==> src/rtl/cipher_out_fifo.sv <==
// Burst-oriented output buffer between the cipher core and the downstream
// byte sink. Bytes are collected in FILL, released as a burst in DRAIN with
// first-word fall-through, and any write while draining or when full parks
// the block in ERR until clr_err.
module cipher_out_fifo #(
    parameter int unsigned DEPTH = 256,
    parameter int unsigned BURST = 256
) (
    input  logic                       clk,
    input  logic                       rst,
    input  logic [7:0]                 stream,
    input  logic                       wt_sgn,
    input  logic                       flush,
    input  logic                       clr_err,
    input  logic                       out_ready,
    output logic [7:0]                 out_data,
    output logic                       out_valid,
    output logic [1:0]                 fifo_cnd,
    output logic [$clog2(DEPTH):0]     level,
    output logic                       overflow
);

    localparam int unsigned AW = $clog2(DEPTH);
    localparam int unsigned LW = AW + 1;

    typedef enum logic [1:0] {
        ST_EMPTY = 2'b00,
        ST_FILL  = 2'b01,
        ST_DRAIN = 2'b10,
        ST_ERR   = 2'b11
    } state_t;

    state_t          state;
    state_t          state_nxt;
    logic [AW-1:0]   wr_ptr;
    logic [AW-1:0]   wr_ptr_nxt;
    logic [AW-1:0]   rd_ptr;
    logic [AW-1:0]   rd_ptr_nxt;
    logic [LW-1:0]   level_nxt;
    logic [LW-1:0]   level_wr;
    logic            overflow_nxt;
    logic            out_valid_nxt;
    logic [7:0]      out_data_nxt;
    logic            wr_en;
    logic            rd_en;

    logic [7:0]      mem [DEPTH];

    // Condition code is the state encoding itself.
    assign fifo_cnd = state;

    // Next-state, pointer, level and registered-output computation.
    always_comb begin
        state_nxt     = state;
        wr_ptr_nxt    = wr_ptr;
        rd_ptr_nxt    = rd_ptr;
        level_nxt     = level;
        level_wr      = level;
        overflow_nxt  = overflow;
        wr_en         = 1'b0;
        rd_en         = 1'b0;
        out_valid_nxt = 1'b0;
        out_data_nxt  = 8'h00;

        unique case (state)
            ST_EMPTY: begin
                // flush and out_ready have no meaning with nothing stored
                if (wt_sgn) begin
                    wr_en    = 1'b1;
                    level_wr = level + LW'(1);
                    state_nxt = (level_wr == LW'(BURST)) ? ST_DRAIN : ST_FILL;
                end
            end

            ST_FILL: begin
                if (wt_sgn && (level == LW'(DEPTH))) begin
                    overflow_nxt = 1'b1;
                    state_nxt    = ST_ERR;
                end else begin
                    if (wt_sgn) begin
                        wr_en    = 1'b1;
                        level_wr = level + LW'(1);
                    end
                    // burst release counts a write landing in the same cycle
                    if ((level_wr == LW'(BURST)) || (flush && (level_wr != '0))) begin
                        state_nxt = ST_DRAIN;
                    end
                end
            end

            ST_DRAIN: begin
                if (wt_sgn) begin
                    // upstream must not write during a drain; no read this cycle
                    overflow_nxt = 1'b1;
                    state_nxt    = ST_ERR;
                end else if (level == '0) begin
                    state_nxt = ST_EMPTY;
                end else if (out_ready) begin
                    rd_en = 1'b1;
                    if (level == LW'(1)) begin
                        state_nxt = ST_EMPTY;
                    end
                end
            end

            ST_ERR: begin
                if (clr_err) begin
                    state_nxt    = ST_EMPTY;
                    wr_ptr_nxt   = '0;
                    rd_ptr_nxt   = '0;
                    level_nxt    = '0;
                    overflow_nxt = 1'b0;
                end
            end

            default: state_nxt = ST_EMPTY;
        endcase

        if (wr_en) begin
            wr_ptr_nxt = wr_ptr + AW'(1);
            level_nxt  = level_wr;
        end
        if (rd_en) begin
            rd_ptr_nxt = rd_ptr + AW'(1);
            level_nxt  = level - LW'(1);
        end

        // Head byte is presented from a register; bypass the write when the
        // byte being stored is also the next head (buffer was empty).
        out_valid_nxt = (state_nxt == ST_DRAIN) && (level_nxt != '0);
        if (out_valid_nxt) begin
            if (wr_en && (wr_ptr == rd_ptr_nxt)) begin
                out_data_nxt = stream;
            end else begin
                out_data_nxt = mem[rd_ptr_nxt];
            end
        end
    end

    // State, pointers, level and output registers.
    always_ff @(posedge clk) begin
        if (rst) begin
            state     <= ST_EMPTY;
            wr_ptr    <= '0;
            rd_ptr    <= '0;
            level     <= '0;
            overflow  <= 1'b0;
            out_valid <= 1'b0;
            out_data  <= 8'h00;
        end else begin
            state     <= state_nxt;
            wr_ptr    <= wr_ptr_nxt;
            rd_ptr    <= rd_ptr_nxt;
            level     <= level_nxt;
            overflow  <= overflow_nxt;
            out_valid <= out_valid_nxt;
            out_data  <= out_data_nxt;
        end
    end

    // Byte storage; contents are never observable before being written.
    always_ff @(posedge clk) begin
        if (wr_en && !rst) begin
            mem[wr_ptr] <= stream;
        end
    end

endmodule

==> config.mk <==
export PLATFORM = sky130hd
export DESIGN_NAME = cipher_out_fifo
export DESIGN_NICKNAME = d
export VERILOG_FILES = /design/src/rtl/cipher_out_fifo.sv
export SDC_FILE = /design/constraint.sdc
export NUM_CORES = 2
export LEC_CHECK = 0
export ABC_AREA = 1
export ABC_CLOCK_PERIOD_IN_PS = 4140
export BUFFER_PORTS_ARGS = -buffer_cell sky130_fd_sc_hd__buf_2
export CAP_MARGIN = 10
export CELL_PAD_IN_SITES_DETAIL_PLACEMENT = 0
export CELL_PAD_IN_SITES_GLOBAL_PLACEMENT = 1
export CORE_MARGIN = 10
export CORE_UTILIZATION = 40
export CTS_CLUSTER_SIZE = 16
export DETAILED_ROUTE_END_ITERATION = 10
export PLACE_DENSITY = 0.67
export SYNTH_ARGS = -nofsm -noshare
export SYNTH_HDL_FRONTEND = slang
export SYNTH_SLANG_ARGS = --single-unit
==> constraint.sdc <==
create_clock -name clk -period 4.14 [get_ports clk]
set_clock_uncertainty 0.05 [all_clocks]
set_input_delay 0.207 -clock clk [delete_from_list [all_inputs] [get_ports clk]]
set_output_delay 0.207 -clock clk [all_outputs]
set_load 0.005 [all_outputs]
==> metrics.cfg <==
[clocking]
cts_root_buffer=clkbuf_16
cts_buffers=223
clk_latency_ns=0.90
path_clk_slew_ns=0.06
clock-sinks=2085
clock_path_buffers=3
htreeDepth=4
cts_tree=built

[drt]
wl_microns=277000
drt_iter0_markers=6737
via_per_inst=5.14
wl_per_cell_microns=22.6
ant_nets=0
vias=63000
first_pass_iters=6
drc=0

[synthesis]
netlist_area_sq_um=92100
ys_seq_area_frac=0.676
synthTopCellsByArea=edfxtp_1 (67%), nand2_1 (10%), nand3_1 (9.8%)
syn_area_per_cell_sq_um=10.2
ys_ff_latch=2085
yosysMostFrequentCell=nand2_1
synth_top_cell_area_share=0.668
async_reset_ff_frac=0
synth_cell_types=45
synth_top_area_cell=edfxtp_1
synth-main-ff-cell=edfxtp_1
synthesis.nets=9042
syn_inst=9019
netlist_top_cells_count=nand2_1 (2481), edfxtp_1 (2048), nand3_1 (1795)
synth_edf_count=2048
yosys_warnings=0

[critical_path]
path_delay_family=simple AND/OR/NAND/NOR gates
worst-path-buf-inv=4
cp_max_fo=59
required_ns=4.90
crit_top_cell=nand3_1
cp_slowest_cell=nand3_1
regToRegSetupSlack_ns=0.13
rr_startpoint=level[0]
reg2reg_depth=20
worstSetupStartpointType=flip-flop
path_cells=inv_1, ha_1, nand2_2, o21ai_4, nand2_4, nand2_8, buf_12, buf_4, nand2_1, nand2_1, nand2_1, nand3_1, nand3_1, nand3_1, nand3_1, nand3_1, nand3_1, nand3_1, nand2_1, inv_1
cp-end-kind=flip-flop
arrival_ns=4.77
cpPeakStageDelay_ns=0.38
cp.depth=20
timing_worst_setup_path_type=flip-flop to flip-flop
r2r-end=out_data[1]

[hold_path]
hp-class=input port to flip-flop
hp-start=out_ready
holdPathEnd=level[1]
hold_depth=8

[global_routing]
overflow=0
grt_first_pass_wirelength_microns=408000
grt_pass1_vias=60000
grt_util_all_layers=0.216
grt_max_degree=135
antenna_found_initial=6

[status]
outcome=completed

[sta]
worstMarginPinSlew_ns=1.13
clock.fmax_mhz=250
tns_ns=0
timing.hold.ws_ns=0.187
setup_viol=0
setup_ws_ns=0.133
min_period_ns=4.01
post-route-period-util=0.968
relSlewSlack=0.245
drv_slew=0
hold_viol_final=0

[pwr]
ir_drop_uv=449
p_per_area_nw_per_um2=438
power_leakage_nw=42.4

[final_layout]
final-seq-area_sq_um=62200
syn2layout_area_growth_pct=12.4
layout.cells.non_filler=12300
multi_input_area_sq_um=21400
fin_nets=9061
utilization=0.451
layout-drive-gt1-share=0.0690
nFillCells=21500

[placed_design]
place_inst=11800
dp_slack_ns=0.0723
hpwl_microns=168000
port_buffers=34
place.gp.congestion=0.901

[floorplanning]
boundaryPins=35
die_h_microns=500
die_x_microns=500
dieArea_sq_um=250000
initial_core_util=0.401
core_sq_um=229000
rows=176

[run]
cap_violations=0

[layout make-up]
type                    instances  share of cell area
multi-input cells            4873               0.206
diodes                          2           0.0000484
flip-flops and latches       2085               0.601
well taps                    3026              0.0366
clock buffers                 271              0.0567
clock inverters               142              0.0125
inverters                    1557              0.0567
repair buffers                298              0.0298
[power breakdown]
part / switching (mW) / internal (mW)
logic: 1.75 / 0.594
registers: 0.0289 / 23.2
clock network: 8.39 / 11.4
total: 10.2 / 35.2
[worst reg2reg max path, stage by stage, from the launching register on]
cell	delay, ns
dfxtp_1	0.31
inv_1	0.15
ha_1	0.19
nand2_2	0.08
o21ai_4	0.33
nand2_4	0.23
nand2_8	0.26
buf_12	0.30
buf_4	0.29
nand2_1	0.06
nand2_1	0.06
nand2_1	0.06
nand3_1	0.10
nand3_1	0.13
nand3_1	0.13
nand3_1	0.25
nand3_1	0.38
nand3_1	0.28
nand3_1	0.16
nand2_1	0.07
inv_1	0.06
[layout by cell type, fill, tap and decap left out, drive strengths merged]
cell	netlist	routed
a31oi	5	5
ha	9	9
a32o	1	1
dfxtp	37	37
a221oi	2	2
dlygate4sd3	0	14
clkbuf	95	271
o22ai	6	6
o211ai	12	12
nand4	18	18
o21bai	2	2
nor3b	1	1
xor2	16	16
nor3	5	5
or3	1	1
nand3	1798	1798
clkinvlp	0	3
clkinv	1	110
a21oi	15	15
o21ai	158	158
nand2	2491	2491
o21a	1	1
o2111ai	1	1
bufinv	0	22
inv	1556	1564
diode	0	2
edfxtp	2048	2048
nor2	329	329
nor4	2	2
buf	409	284
[what timing repair did]
item / in CTS / in global routing
hold endpoints to repair: 612 / 0
buffers inserted: 0 / 1
resized for setup: 0 / 4
hold buffers: 14 / 0
endpoints found under the setup margin: 0 / 7
[through the flow]
stage	instance area (sq um)	total power, mW
finish	104000	45.3
global route	103000	46.7
CTS	103000	45.6
detailed placement	96200	26.0
global placement	96200	26.0
floorplan	92100	24.8
[how the worst max path moves through the flow]
| stage | from | to | slack [ns] |
|---|---|---|---|
| after floorplan | level[0] | mem[104][0] | 1.21 |
| after global placement | fifo_cnd[0] | out_data[6] | 0.09 |
| after detailed placement | fifo_cnd[0] | out_data[6] | 0.07 |
| after CTS | fifo_cnd[0] | out_data[6] | 0.07 |
| after global routing | level[0] | out_data[6] | -0.01 |
| final | level[0] | out_data[1] | 0.13 |
[sequential cells by signal, summed over array words and instances (netlist names)]
signal	count
wr_ptr	8
rd_ptr	8
overflow	1
out_data	8
level	9
fifo_cnd	2
out_valid	1
mem	2048
[cell families after synthesis]
| family | Yosys count | share of synthesized area |
|---|---|---|
| AOI/OAI and AO/OA | 203 | 0.0121 |
| DFF | 2085 | 0.676 |
| and+or+nand+nor | 4645 | 0.216 |
| buffers and inverters | 2061 | 0.0932 |
| xor gates and xnor gates | 16 | 0.00152 |
| adders and majority gates | 9 | 0.00122 |
[layer usage]
metal / GRT usage / wire [microns]
met1: 0.305 / 122000
met4: 0.0690 / 9240
met3: 0.0320 / 18900
met5: 0 / 0
met2: 0.343 / 127000
(Power assumes the default switching activity.)
